$ cat config.mk
export PLATFORM = sky130hd
export DESIGN_NAME = connect4_turn_ctrl_flat
export DESIGN_NICKNAME = d
export VERILOG_FILES = /design/src/rtl/connect4_pkg.sv /design/src/rtl/connect4_turn_ctrl_if.sv /design/src/rtl/connect4_col_heights.sv /design/src/rtl/connect4_turn_ctrl.sv /design/src/flat_wrapper.sv
export SDC_FILE = /design/constraint.sdc
export NUM_CORES = 1
export LEC_CHECK = 0
export CORE_ASPECT_RATIO = 0.75
export CORE_MARGIN = 2
export CORE_UTILIZATION = 40
export DETAILED_ROUTE_END_ITERATION = 10
export SETUP_SLACK_MARGIN = 0.4
export SLEW_MARGIN = 20
export SYNTH_ARGS = -nofsm -noshare
export SYNTH_HDL_FRONTEND = slang
export SYNTH_SLANG_ARGS = --single-unit
$ cat constraint.sdc
create_clock -name clk -period 2 [get_ports clk]
set_input_delay 0.5 -clock clk [delete_from_list [all_inputs] [get_ports clk]]
set_output_delay 0.5 -clock clk [all_outputs]
set_load 0.1 [all_outputs]
$ cat src/rtl/connect4_pkg.sv
// Shared types and constants for the Connect-4 turn controller slice.
package connect4_pkg;

   typedef enum logic [2:0] {
      IDLE,
      TURN_START,
      WAIT_MOVE,
      PLACE,
      CHECK,
      GAME_OVER
   } state_t;

   localparam int ROWS_DEF = 6;
   localparam int COLS_DEF = 7;

   localparam logic P1 = 1'b0;
   localparam logic P2 = 1'b1;

   localparam int ROW_W = $clog2(ROWS_DEF);
   localparam int COL_W = $clog2(COLS_DEF);
   localparam int CNT_W = $clog2(ROWS_DEF * COLS_DEF + 1);

endpackage

$ cat src/rtl/connect4_turn_ctrl_if.sv
// Column-request and placement/win-check handshakes of the turn controller.
interface connect4_turn_ctrl_if
   import connect4_pkg::*;
#(
   parameter int ROWS = ROWS_DEF,
   parameter int COLS = COLS_DEF
);
   logic                    col_valid;
   logic [$clog2(COLS)-1:0] col_sel;
   logic                    col_ready;
   logic                    place_valid;
   logic                    place_ready;
   logic [$clog2(ROWS)-1:0] place_row;
   logic [$clog2(COLS)-1:0] place_col;
   logic                    place_player;
   logic                    check_done;
   logic                    check_win;

   modport master (
      output col_valid, col_sel, place_ready, check_done, check_win,
      input  col_ready, place_valid, place_row, place_col, place_player
   );

   modport slave (
      input  col_valid, col_sel, place_ready, check_done, check_win,
      output col_ready, place_valid, place_row, place_col, place_player
   );
endinterface

$ cat src/rtl/connect4_col_heights.sv
// Per-column stack heights with full flags; lowest-free-column encoder
// exists only when CONNECT4_AUTOMOVE_EN is defined.
module connect4_col_heights
   import connect4_pkg::*;
#(
   parameter int ROWS = ROWS_DEF,
   parameter int COLS = COLS_DEF
) (
   input  logic                    clk,
   input  logic                    rst,
   input  logic                    clr,
   input  logic                    inc,
   input  logic [$clog2(COLS)-1:0] inc_col,
   input  logic [$clog2(COLS)-1:0] rd_col,
   output logic [$clog2(ROWS)-1:0] rd_row,
   output logic                    rd_full
`ifdef CONNECT4_AUTOMOVE_EN
   ,
   output logic [$clog2(COLS)-1:0] free_col,
   output logic [$clog2(ROWS)-1:0] free_row
`endif
);
   localparam int HW = $clog2(ROWS + 1);
   localparam int CW = $clog2(COLS);
   localparam int RW = $clog2(ROWS);

   logic [HW-1:0]   height [COLS];
   logic [COLS-1:0] full;

   always_comb begin
      for (int i = 0; i < COLS; i++) full[i] = (height[i] == HW'(ROWS));
   end

   always_ff @(posedge clk or negedge rst) begin
      if (!rst) begin
         for (int i = 0; i < COLS; i++) height[i] <= '0;
      end else if (clr) begin
         for (int i = 0; i < COLS; i++) height[i] <= '0;
      end else if (inc) begin
         for (int i = 0; i < COLS; i++)
            if (inc_col == CW'(i) && !full[i]) height[i] <= height[i] + HW'(1);
      end
   end

   // Out-of-range columns read back as full so they are rejected upstream.
   always_comb begin
      rd_full = 1'b1;
      rd_row  = '0;
      for (int i = 0; i < COLS; i++) begin
         if (rd_col == CW'(i)) begin
            rd_full = full[i];
            rd_row  = RW'(height[i]);
         end
      end
   end

`ifdef CONNECT4_AUTOMOVE_EN
   always_comb begin
      free_col = '0;
      free_row = '0;
      for (int i = COLS - 1; i >= 0; i--) begin
         if (!full[i]) begin
            free_col = CW'(i);
            free_row = RW'(height[i]);
         end
      end
   end
`endif

endmodule

$ cat src/rtl/connect4_turn_ctrl.sv
// Connect-4 turn sequencer: move intake, placement, win/draw resolution.
// Build option CONNECT4_AUTOMOVE_EN: timeout auto-places instead of forfeiting.
//
// state      | meaning
// IDLE       | after reset, waiting for start
// TURN_START | timer_rst high for one cycle
// WAIT_MOVE  | col_ready high, waiting for a column or timeout
// PLACE      | place_valid held until place_ready
// CHECK      | waiting for check_done from the win checker
// GAME_OVER  | game_over high, winner/draw valid, waiting for start
module connect4_turn_ctrl
   import connect4_pkg::*;
#(
   parameter int   ROWS         = ROWS_DEF,
   parameter int   COLS         = COLS_DEF,
   parameter logic FIRST_PLAYER = P1
) (
   input  logic                              clk,
   input  logic                              rst,
   input  logic                              start,
   input  logic                              timeout,
   output logic                              timer_rst,
   output logic                              current_player,
   output logic [$clog2(ROWS*COLS+1)-1:0]    move_count,
   output logic                              illegal_move,
   output logic                              game_over,
   output logic                              winner,
   output logic                              draw,
   connect4_turn_ctrl_if.slave               bus
);
   localparam int MCW = $clog2(ROWS * COLS + 1);
   localparam int RW  = $clog2(ROWS);

   state_t                  state;
   logic                    hgt_clr;
   logic                    hgt_inc;
   logic [RW-1:0]           rd_row;
   logic                    rd_full;
`ifdef CONNECT4_AUTOMOVE_EN
   logic [$clog2(COLS)-1:0] free_col;
   logic [RW-1:0]           free_row;
`endif

   assign hgt_clr = ((state == IDLE) || (state == GAME_OVER)) && start;
   assign hgt_inc = (state == PLACE) && bus.place_ready;

   connect4_col_heights #(.ROWS(ROWS), .COLS(COLS)) u_heights (
      .clk      (clk),
      .rst      (rst),
      .clr      (hgt_clr),
      .inc      (hgt_inc),
      .inc_col  (bus.place_col),
      .rd_col   (bus.col_sel),
      .rd_row   (rd_row),
      .rd_full  (rd_full)
`ifdef CONNECT4_AUTOMOVE_EN
      ,
      .free_col (free_col),
      .free_row (free_row)
`endif
   );

   always_ff @(posedge clk or negedge rst) begin
      if (!rst) begin
         state            <= IDLE;
         timer_rst        <= 1'b0;
         bus.col_ready    <= 1'b0;
         bus.place_valid  <= 1'b0;
         bus.place_row    <= '0;
         bus.place_col    <= '0;
         bus.place_player <= 1'b0;
         current_player   <= FIRST_PLAYER;
         move_count       <= '0;
         illegal_move     <= 1'b0;
         game_over        <= 1'b0;
         winner           <= 1'b0;
         draw             <= 1'b0;
      end else begin
         timer_rst    <= 1'b0;
         illegal_move <= 1'b0;
         case (state)
            IDLE, GAME_OVER: begin
               if (start) begin
                  move_count     <= '0;
                  winner         <= 1'b0;
                  draw           <= 1'b0;
                  game_over      <= 1'b0;
                  current_player <= FIRST_PLAYER;
                  timer_rst      <= 1'b1;
                  state          <= TURN_START;
               end
            end
            TURN_START: begin
               bus.col_ready <= 1'b1;
               state         <= WAIT_MOVE;
            end
            WAIT_MOVE: begin
               if (bus.col_valid && !rd_full) begin
                  bus.place_row    <= rd_row;
                  bus.place_col    <= bus.col_sel;
                  bus.place_player <= current_player;
                  bus.place_valid  <= 1'b1;
                  bus.col_ready    <= 1'b0;
                  state            <= PLACE;
               end else begin
                  if (bus.col_valid) illegal_move <= 1'b1;
                  if (timeout) begin
`ifdef CONNECT4_AUTOMOVE_EN
                     bus.place_row    <= free_row;
                     bus.place_col    <= free_col;
                     bus.place_player <= current_player;
                     bus.place_valid  <= 1'b1;
                     bus.col_ready    <= 1'b0;
                     state            <= PLACE;
`else
                     current_player <= ~current_player;
                     bus.col_ready  <= 1'b0;
                     timer_rst      <= 1'b1;
                     state          <= TURN_START;
`endif
                  end
               end
            end
            PLACE: begin
               if (bus.place_ready) begin
                  bus.place_valid <= 1'b0;
                  move_count      <= move_count + MCW'(1);
                  state           <= CHECK;
               end
            end
            CHECK: begin
               if (bus.check_done) begin
                  if (bus.check_win) begin
                     winner    <= bus.place_player;
                     game_over <= 1'b1;
                     state     <= GAME_OVER;
                  end else if (move_count == MCW'(ROWS * COLS)) begin
                     draw      <= 1'b1;
                     game_over <= 1'b1;
                     state     <= GAME_OVER;
                  end else begin
                     current_player <= ~current_player;
                     timer_rst      <= 1'b1;
                     state          <= TURN_START;
                  end
               end
            end
            default: state <= IDLE;
         endcase
      end
   end

endmodule
$ cat src/flat_wrapper.sv
// flat-port wrapper written by rule: the top's interface ports become plain ports
module connect4_turn_ctrl_flat import connect4_pkg::*;
#(
   parameter int   ROWS         = ROWS_DEF,
   parameter int   COLS         = COLS_DEF,
   parameter logic FIRST_PLAYER = P1
)
  (clk, rst, start, timeout, timer_rst, current_player, move_count, illegal_move, game_over, winner, draw, bus_col_valid, bus_col_sel, bus_place_ready, bus_check_done, bus_check_win, bus_col_ready, bus_place_valid, bus_place_row, bus_place_col, bus_place_player);
  connect4_turn_ctrl_if #(.ROWS(ROWS), .COLS(COLS)) bus_i ();
  input  logic clk;
  input  logic rst;
  input  logic start;
  input  logic timeout;
  output logic timer_rst;
  output logic current_player;
  output logic [$clog2(ROWS*COLS+1)-1:0] move_count;
  output logic illegal_move;
  output logic game_over;
  output logic winner;
  output logic draw;
  input wire logic [$bits(bus_i.col_valid)-1:0] bus_col_valid;
  input wire logic [$bits(bus_i.col_sel)-1:0] bus_col_sel;
  input wire logic [$bits(bus_i.place_ready)-1:0] bus_place_ready;
  input wire logic [$bits(bus_i.check_done)-1:0] bus_check_done;
  input wire logic [$bits(bus_i.check_win)-1:0] bus_check_win;
  output wire logic [$bits(bus_i.col_ready)-1:0] bus_col_ready;
  output wire logic [$bits(bus_i.place_valid)-1:0] bus_place_valid;
  output wire logic [$bits(bus_i.place_row)-1:0] bus_place_row;
  output wire logic [$bits(bus_i.place_col)-1:0] bus_place_col;
  output wire logic [$bits(bus_i.place_player)-1:0] bus_place_player;
  assign bus_i.col_valid = bus_col_valid;
  assign bus_i.col_sel = bus_col_sel;
  assign bus_i.place_ready = bus_place_ready;
  assign bus_i.check_done = bus_check_done;
  assign bus_i.check_win = bus_check_win;
  assign bus_col_ready = bus_i.col_ready;
  assign bus_place_valid = bus_i.place_valid;
  assign bus_place_row = bus_i.place_row;
  assign bus_place_col = bus_i.place_col;
  assign bus_place_player = bus_i.place_player;
  connect4_turn_ctrl #(.ROWS(ROWS), .COLS(COLS), .FIRST_PLAYER(FIRST_PLAYER)) u_core (.clk(clk), .rst(rst), .start(start), .timeout(timeout), .timer_rst(timer_rst), .current_player(current_player), .move_count(move_count), .illegal_move(illegal_move), .game_over(game_over), .winner(winner), .draw(draw), .bus(bus_i));
endmodule
# After elaboration in Yosys (flattened, before gate mapping)

Index checks and enable logic that the tools add are counted.

Bits in registers: 45
Bits of input ports: 11

Add/sub/neg operators: 8
Equal/unequal tests: 37
Multiplexer cells: 67
Bitwise logic cells: 1
Reductions and logical operators: 52

Operators with widths:

| cell                                                | count |
|---|---|
| two-way mux 3 bit                                   | 21 |
| equality test 3 bit, second input constant          | 15 |
| two-way mux 21 bit                                  | 2 |
| two-way mux 1 bit                                   | 33 |
| nonzero test 2 bit                                  | 12 |
| adder 3 x 1 -> 3 bit, second input constant         | 7 |
| equality test 3 x 2 -> 1 bit, second input constant | 6 |
| AND reduction 2 bit                                 | 9 |
| != test 2 bit, second input constant                | 8 |
| one-hot mux 3 bit (5 select lines)                  | 1 |
| two-way mux 6 bit                                   | 2 |
| one-hot mux 6 bit (2 select lines)                  | 1 |
| AND reduction 4 bit                                 | 3 |
| logical AND 1 bit                                   | 10 |
| one-hot mux 1 bit (2 select lines)                  | 5 |
| equality test 3 x 1 -> 1 bit, second input constant | 3 |
| logical NOT 3 bit                                   | 3 |
| logical NOT 1 bit                                   | 8 |
| AND reduction 7 bit                                 | 1 |
| adder 6 x 1 -> 6 bit, second input constant         | 1 |
| equality test 6 bit, second input constant          | 1 |
| != test 3 x 2 -> 1 bit, second input constant       | 2 |
| one-hot mux 1 bit (3 select lines)                  | 2 |
| AND reduction 3 bit                                 | 2 |
| other kinds (6)                                     | 7 |

# Logic depth before layout (Yosys ltp)

Gate-level depths: netlist of run 1.

Depth in word-level cells: 12
Depth in mapped cells: 7
Gate-level depth less buffers: 7

# Modules after synthesis

From an unflattened synthesis of run 1, not the netlist that was laid out.

Cell total of the unflattened synthesis: 284
Area total of the unflattened synthesis: 2738.9 µm²

Modules (own cells, without submodules):

| module               | instances | cells an instance | area each (µm²) | sequential area each (µm²) |
|---|---|---|---|---|
| connect4_col_heights | 1         | 169               | 1500.2          | 525.5 |
| connect4_turn_ctrl   | 1         | 115               | 1238.7          | 600.6 |

# Worst setup path before layout of run 1

OpenSTA, ideal clock, no wires.

Kind: flip-flop to flip-flop
Start point: register u_core.move_count[1]
End point: register u_core.current_player
Library setup time: 0.126 ns
Arrival: 2.072 ns
Setup slack: -0.198 ns
Stages on the path, launching flop included: 7
Buffers on the path: 0
Path through: dfrtp_1 ha_1 nand2_1 or3_1 a21oi_1 a311o_1 o21ai_1

Cells in the longest elaborated chain, start to end: 3

RTL lines:

| item                                 | RTL line                  | RTL |
|---|---|---|
| from (decl)                          | connect4_turn_ctrl.sv:24  | `output logic [$clog2(ROWS*COLS+1)-1:0] move_count,` |
| from (signal assigned)               | connect4_turn_ctrl.sv:127 | `move_count <= move_count + MCW'(1);` |
| equality test 6 bit                  | connect4_turn_ctrl.sv:137 | `end else if (move_count == MCW'(ROWS * COLS)) begin` |
| != test 2 bit (no source line)       | --                        |  |
| AND reduction 7 bit (no source line) | --                        |  |
| to (signal assigned)                 | connect4_turn_ctrl.sv:116 | `current_player <= ~current_player;` |
| to (signal assigned)                 | connect4_turn_ctrl.sv:142 | `current_player <= ~current_player;` |
| to (decl)                            | connect4_turn_ctrl.sv:23  | `output logic current_player,` |

No other way between the ends.
A chain may end at the register's enable or synchronous reset.

# Worst setup path after layout of run 1

Start point: register u_core.u_heights.height[6] in the netlist's numbering
End point: register u_core.current_player

Cells in the longest elaborated chain, start to end: 8

RTL lines:

| item                                 | RTL line                   | RTL |
|---|---|---|
| from (decl)                          | connect4_col_heights.sv:27 | `logic [HW-1:0] height [COLS];` |
| from (signal, indexed assignment)    | connect4_col_heights.sv:41 | `if (inc_col == CW'(i) && !full[i]) height[i] <= height[i] + HW'(1);` |
| equality test 3 bit                  | connect4_col_heights.sv:31 | `for (int i = 0; i < COLS; i++) full[i] = (height[i] == HW'(ROWS));` |
| two-way mux 1 bit (3 in a row)       | connect4_col_heights.sv:50 | `if (rd_col == CW'(i)) begin` |
| logical NOT 1 bit                    | connect4_turn_ctrl.sv:98   | `if (bus.col_valid && !rd_full) begin` |
| logical AND 1 bit                    | connect4_turn_ctrl.sv:98   |  |
| != test 2 bit (no source line)       | --                         |  |
| AND reduction 7 bit (no source line) | --                         |  |

No other way between the ends.

==> flow_summary_export.csv, run 1 <==
group,metric,value,unit
outcome,status,"finished clean",
finish,antennaDiodeCount,0,
global_route,overflow,0,
hold_path,hp-class,"in -> async",
synthesis,synth.ff_latch_count,45,
critical_path,path_max_fanout,3,
cts,ctsHoldBuffers,0,
synthesis,syn-num-nets,300,
timing,worst_pin_slew,0.605,ns
cts,cts_buffers,5,
drt,routed_wirelength,7330,µm
global_route,grt_max_degree,46,
timing,setup_violations,0,
synthesis,ys_seq_area_share,41.3,%
critical_path,slowest_delay,0.41,ns
finish,area_growth,52.7,%
drt,vias,2408,
synthesis,synthTopCellsByArea,"dfrtp_1 41%, ha_1 7.3%, nor2_1 4.7%",
critical_path,startpoint_type,"register",
timing,relSlewSlack,59.7,%
synthesis,netlist_area,2730,µm²
synthesis,synth.top_cell.area_share,41.3,%
timing,hold-worst-slack,0.264,ns
critical_path,cp.arrival,2.02,ns
cts,cts-root-buf,"clkbuf_8",
synthesis,syn_avg_cell_area,9.99,µm²
timing,final-hold-violation-count,0,
cts,h-tree-depth,2,
critical_path,cp.required,2.23,ns
critical_path,worst-r2r-setup-slack,0.20,ns
floorplanning,core,6700,µm²
global_route,grt_pass1_vias,2237,
place,hpwl,4900,µm
critical_path,crit_type,"reg -> reg",
finish,finalNetCount,394,
power,peakVddDrop,761,µV
place,portBuffers,31,
cts,cts_buffer_depth,2,
critical_path,r2r_cells,8,
cts,tritoncts,"done",
finish,fin_cells,452,
synthesis,ys_warn_count,0,
floorplanning,initial_utilization,40.7,%
critical_path,crit_path_top_delay_cell,"dfrtp_1",
drt,drt-vias-per-instance,5.33,
finish,fillCellCount,538,
cts,clk_pin_slew,0.09,ns
finish,ff_latch_area,1160,µm²
place,dpl_worst_slack,-0.327,ns
place,dp_cells,405,
timing,finClkSkew,0.00435,ns
synthesis,syn_inst,273,
finish,multi_input_area,1690,µm²
critical_path,crit_path_end_kind,"register",
finish,final_util,62.2,%
synthesis,ys_types,55,
drt,antenna_left,0,
timing,fmax,556,MHz
synthesis,synth_edf_count,0,
cts,clk_latency,0.30,ns
place,postPlaceCellArea,3540,µm²
floorplanning,row_count,26,
synthesis,synthFlopType,"dfrtp_1",
floorplanning,die_h,75.5,µm
cts,clock_sinks,45,
floorplanning,die_area,7500,µm²
synthesis,synth_area_leader_cell,"dfrtp_1",
floorplanning,die_x,99.4,µm
timing,post-route-min-period,1.80,ns
timing,rsz0062_at_grt,"true",
place,gp_congestion,0.866,
floorplanning,boundaryPins,32,
flow_run,cap_viol_max_count,0,
drt,dr.pass1.iters,4,
timing,slew_viol_final,0,
finish,drive_gt1_share,44.3,%
timing,postLayoutSetupSlackWorst,0.202,ns
power,power.density,1410,nW/µm²
global_route,grt_util_all_layers,19.9,%
critical_path,worst_r2r_endpoint,"u_core.current_player",
critical_path,timing.rr.start,"u_core.u_heights.height[6]",
critical_path,worstPathCellList,"inv_2 > ha_4 > and4bb_1 > o31ai_4 > buf_4 > a21o_1 > a311o_1 > o21ai_1",
global_route,grt_pass1_wl,11500,µm
power,p_leak,0.00188,µW
finish,final_cell_area,4170,µm²
synthesis,synthArstFlopShare,100,%
drt,drtIter0Drc,180,
timing,period_share,89.9,%
drt,drc,0,
drt,wire_per_inst,16.2,µm
global_route,antenna_found_initial,0,
critical path, delay by kind of cell, from the launching register on:
kind / cells / cell delay [ns]
flops: 1 / 0.41
buf+inv: 2 / 0.26
simple gates: 1 / 0.25
compound gates: 4 / 0.66
fa+ha+maj: 1 / 0.14
report_power, final:
group	internal [µW]	switching [µW]
Combinational	1570	1990
Clock	408	327
Sequential	1190	396
Total	3170	2710
metal layers:
layer	global-route usage (%)	up-vias	part of all wire, %
met5	0	-	0
met4	5.78	0	0.86
met3	4.04	5	4.5
met2	29.9	60	44
met1	29.4	1198	51
li1	-	1145	-
layout make-up:
| cell class | instances | area share [%] |
|---|---|---|
| well taps | 84 | 2.52 |
| clock buffers | 7 | 2.07 |
| multi-input cells | 201 | 40.6 |
| inverters | 16 | 1.44 |
| clock inverters | 1 | 0.721 |
| repair buffers | 98 | 24.9 |
| flip-flops and latches | 45 | 27.8 |
registers in the layout, summed over array words and instances (netlist names):
register,cells
u_core.draw,1
u_core.move_count,6
u_core.winner,1
u_core.bus.place_valid,1
u_core.bus.place_col,3
u_core.game_over,1
u_core.bus.place_row,3
u_core.timer_rst,1
u_core.illegal_move,1
u_core.u_heights.height,21
u_core.bus.place_player,1
u_core.current_player,1
u_core.bus.col_ready,1
u_core.state,3
synthesized netlist by cell type, types with 2 or more instances:
master,number
a211oi_1,3
mux4_2,2
and4b_1,2
clkbuf_1,4
o22ai_1,2
ha_1,16
a2111o_1,2
nand4bb_1,2
mux2_2,6
nor2_1,34
o21ai_0,10
dfrtp_1,45
nor3b_1,2
nand4_1,2
nand2_1,26
buf_2,4
mux2i_1,7
o21a_1,2
o21ai_1,2
a21oi_1,14
nand3_1,8
nor2b_1,2
nor2_2,3
o211ai_1,3
inv_1,16
a2111oi_4,2
nor3_1,2
xnor2_1,8
a31oi_1,3
a211o_1,2
nand2b_1,6
xor2_1,8
repair_timing:
action / CTS / global route
cloned: 1 / 0
setup endpoints to repair: 42 / 44
pin swaps: 3 / 19
resized for setup: 28 / 39
setup buffers: 19 / 19
cells by family (layout without fill, tap and decap cells):
kind of cell | after synthesis | count (layout) | synth area share, %
compound gates | 55 | 55 | 15.1
mux | 15 | 15 | 6.70
flops | 45 | 45 | 41.3
xor+xnor | 16 | 16 | 5.14
buf+inv | 27 | 122 | 4.31
simple gates | 99 | 99 | 20.1
fa+ha+maj | 16 | 16 | 7.34
worst max-delay path by stage:
stage / cells past startpoint / start / endpoint
detailed placement: 7 / bus_col_sel[0] / u_core.timer_rst
global placement: 7 / bus_col_sel[1] / u_core.bus.place_player
finish: 8 / u_core.u_heights.height[6] / u_core.current_player
floorplan: 7 / u_core.move_count[0] / u_core.current_player
global route: 8 / u_core.move_count[0] / u_core.current_player
CTS: 8 / u_core.u_heights.height[6] / u_core.current_player
stage by stage:
stage               power, µW  setup TNS, ns
finish                   5880              0
floorplan                3340              0
detailed placement       4430          -6.68
CTS                      5430              0
global route             6180              0
global placement         4390          -6.26
cells in the final DEF, fill, tap and decap left out, types with 3 or more instances in the layout:
master / Yosys / final
inv_2: 0 / 5
mux2i_1: 7 / 7
ha_4: 0 / 4
nor2_1: 34 / 31
nor2_2: 3 / 5
nand3_1: 8 / 7
o211ai_1: 3 / 3
clkbuf_8: 0 / 6
clkdlybuf4s50_1: 0 / 4
dfrtp_4: 0 / 5
dfrtp_1: 45 / 31
buf_6: 1 / 9
nand2b_1: 6 / 3
ha_1: 16 / 10
buf_12: 0 / 19
o21ai_1: 2 / 3
dlygate4sd2_1: 0 / 3
a21oi_1: 14 / 11
xnor2_1: 8 / 8
dfrtp_2: 0 / 9
nand2b_4: 0 / 3
mux2_2: 6 / 5
buf_4: 1 / 57
nand2_1: 26 / 26
buf_8: 0 / 3
inv_1: 16 / 11
o21ai_0: 10 / 8
xor2_1: 8 / 8
No activity file was read; power rests on OpenSTA's default activity.
==> run 2, diff against run 1 <==
- CORE_MARGIN: 2 -> unset
- PLACE_DENSITY: unset -> 0.67
==> run 2 against run 1 <==
Maximum frequency shrank 1.3%; combinational power shrank 2%; global-route usage grew 0.44 points; routed wire length grew 1.2%; hold slack lost 0.058 ns; sequential share of layout area grew 0.063 points; total power shrank 1.8%; non-clock buffer count is the same; worst setup slack lost 0.023 ns; critical endpoint is now u_core.bus.place_row[1]; largest power group unchanged; highest routed layer unchanged.
==> flow_summary_export.csv, run 2 (same netlist as run 1, synthesis figures left out) <==
group,metric,value,unit
critical_path,path_max_fanout,7,
floorplanning,die_x,97.4,µm
drt,dr_wl_met2,3450,µm
drt,drt-vias-per-instance,5.44,
timing,worst_pin_slew,0.636,ns
finish,largest_reg_flops,21,
power,p_comb_share,60.3,%
finish,final_util,64.6,%
finish,drive_gt1_share,45.1,%
outcome,status,"finished clean",
floorplanning,initial_utilization,42.3,%
floorplanning,die_area,7160,µm²
timing,setup_violations,0,
critical_path,cp.arrival,2.01,ns
drt,wl_met1,3550,µm
drt,antenna_left,0,
power,power.share.clock,12.3,%
drt,top_layer_used,"met4",
drt,routed_wirelength,7420,µm
power,peakVddDrop,777,µV
finish,top_regs,"u_core.u_heights.height (21), u_core.move_count (6)",
timing,slew_viol_final,0,
finish,finalNetCount,394,
finish,layout_common_cells,"59 x buf_4, 31 x nor2_1, 30 x dfrtp_1, 26 x nand2_1, 20 x buf_12",
cts,cts-root-buf,"clkbuf_8",
critical_path,worst_r2r_endpoint,"u_core.bus.place_row[1]",
timing,relSlewSlack,57.6,%
critical_path,cp.required,2.19,ns
flow_run,cap_viol_max_count,0,
critical_path,crit_path_end_kind,"register",
critical_path,critPathBufInv,1,
drt,vias,2441,
power,internal_power,3070,µW
finish,fillCellCount,507,
drt,wire_per_inst,16.5,µm
cts,cts_buffer_depth,2,
critical_path,worst-r2r-setup-slack,0.18,ns
power,p_leak,0.00187,µW
finish,area_growth,52.5,%
critical_path,crit_path_top_delay_cell,"dfrtp_2",
finish,antennaDiodeCount,0,
floorplanning,die_h,73.5,µm
finish,top_register,"u_core.u_heights.height",
floorplanning,boundaryPins,32,
timing,finClkSkew,0.0112,ns
hold_path,hp-class,"in -> async",
timing,fmax,549,MHz
critical_path,startpoint_type,"register",
global_route,grt_pass1_wl,11300,µm
finish,layout_commonest_cell,"buf_4",
global_route,grt_util_all_layers,20.3,%
power,switching_share,46.9,%
drt,drtIter0Drc,94,
place,gp_congestion,0.872,
finish,fin_cells,449,
critical_path,crit_type,"reg -> reg",
drt,met3_length,348,µm
critical_path,worstPathCellList,"inv_2 > ha_4 > a21oi_1 > o211ai_1 > o21ai_2 > nand4_4 > mux2_2",
cts,clk_latency,0.31,ns
timing,post-route-min-period,1.82,ns
cts,h-tree-depth,2,
floorplanning,core,6440,µm²
floorplanning,row_count,25,
power,p_sw,2710,µW
global_route,grt_pass1_vias,2273,
power,seqPwrFrac,27.4,%
timing,final-hold-violation-count,0,
power,power.density,1390,nW/µm²
global_route,overflow,0,
cts,clk_pin_slew,0.09,ns
critical_path,r2r_cells,7,
timing,rsz0062_at_grt,"true",
place,dp_cells,408,
critical_path,path_delay_family,"compound AO/OA/AOI/OAI gates",
cts,tritoncts,"done",
timing,hold-worst-slack,0.206,ns
critical_path,timing.rr.start,"u_core.u_heights.height[15]",
place,hpwl,4910,µm
global_route,grt_max_degree,29,
place,portBuffers,31,
global_route,antenna_found_initial,0,
drt,dr.pass1.iters,4,
timing,period_share,91.1,%
critical_path,slowest_delay,0.44,ns
drt,drc,0,
cts,clock_sinks,45,
cts,cts_buffers,5,
[run 2: changes by cell type in the layout (fill, tap and decap cells not counted), sizes merged]
| cell | change |
|---|---|
| dlymetal6s2s | +1 |
| clkinv | +1 |
| clkinvlp | +1 |
| clkdlybuf4s15 | +1 |
| dlygate4sd2 | -1 |
| clkbuf | -3 |
[run 2: stage by stage]
step	instance area, µm²	setup WS (ns)	total power (µW)	setup TNS [ns]
2_1_floorplan	2790	0.237	3340	0
3_3_place_gp	3590	-0.363	4370	-6.63
3_5_place_dp	3590	-0.440	4430	-8.21
4_1_cts	3930	0.216	5400	0
5_1_grt	4160	0.123	6040	0
6_report	4160	0.179	5770	0
[run 2: area by class of cell]
class                   count  area [µm²]  area share, %
flip-flops and latches     45        1160           27.8
multi-input cells         201        1680           40.3
well taps                  81         101           2.44
clock inverters             3        46.3           1.11
clock buffers               5        68.8           1.65
repair buffers             98        1050           25.2
inverters                  16        60.1           1.44
[run 2: layer usage]
| layer | vias to the layer above | global-route usage, % |
|---|---|---|
| li1 | 1149 | - |
| met2 | 55 | 32.4 |
| met5 | - | 0 |
| met4 | 0 | 4.90 |
| met3 | 7 | 4.09 |
| met1 | 1230 | 28.8 |
[run 2: power groups by stage]
stage	Clock [µW]	Sequential (µW)	Combinational, µW
2_1_floorplan	0	2400	935
3_3_place_gp	0	1600	2760
3_5_place_dp	0	1620	2810
4_1_cts	713	1560	3130
5_1_grt	751	1620	3670
6_report	708	1580	3480
[run 2: worst reg2reg max path, stage by stage (launching register included)]
cell      delay [ns]
dfrtp_2         0.44
inv_2           0.09
ha_4            0.14
a21oi_1         0.06
o211ai_1        0.30
o21ai_2         0.14
nand4_4         0.17
mux2_2          0.36
[run 2: repair_timing]
item | CTS | global route
endpoints found under the setup margin | 45 | 45
gates resized for setup | 29 | 36
pin swaps | 11 | 16
hold buffers | 0 | 0
setup buffers | 20 | 11
gates cloned | 0 | 2
[run 2: worst max path at each step]
stage	from	end	slack [ns]	cells after the start
final	u_core.u_heights.height[15]	u_core.bus.place_row[1]	0.18	7
after global routing	u_core.u_heights.height[0]	u_core.current_player	0.12	8
after CTS	u_core.u_heights.height[7]	u_core.timer_rst	0.22	7
after detailed placement	bus_col_sel[1]	u_core.timer_rst	-0.44	7
after global placement	bus_col_sel[1]	u_core.bus.place_col[2]	-0.36	7
after floorplan	u_core.move_count[0]	u_core.current_player	0.24	7
==> run 3, diff against run 2 <==
- CTS_BUF_LIST: unset -> sky130_fd_sc_hd__clkbuf_8 sky130_fd_sc_hd__clkbuf_16
- CTS_CLUSTER_DIAMETER: unset -> 30
==> results of run 3 <==
No change in the layout: final DEF, timing and power equal those of run 2.
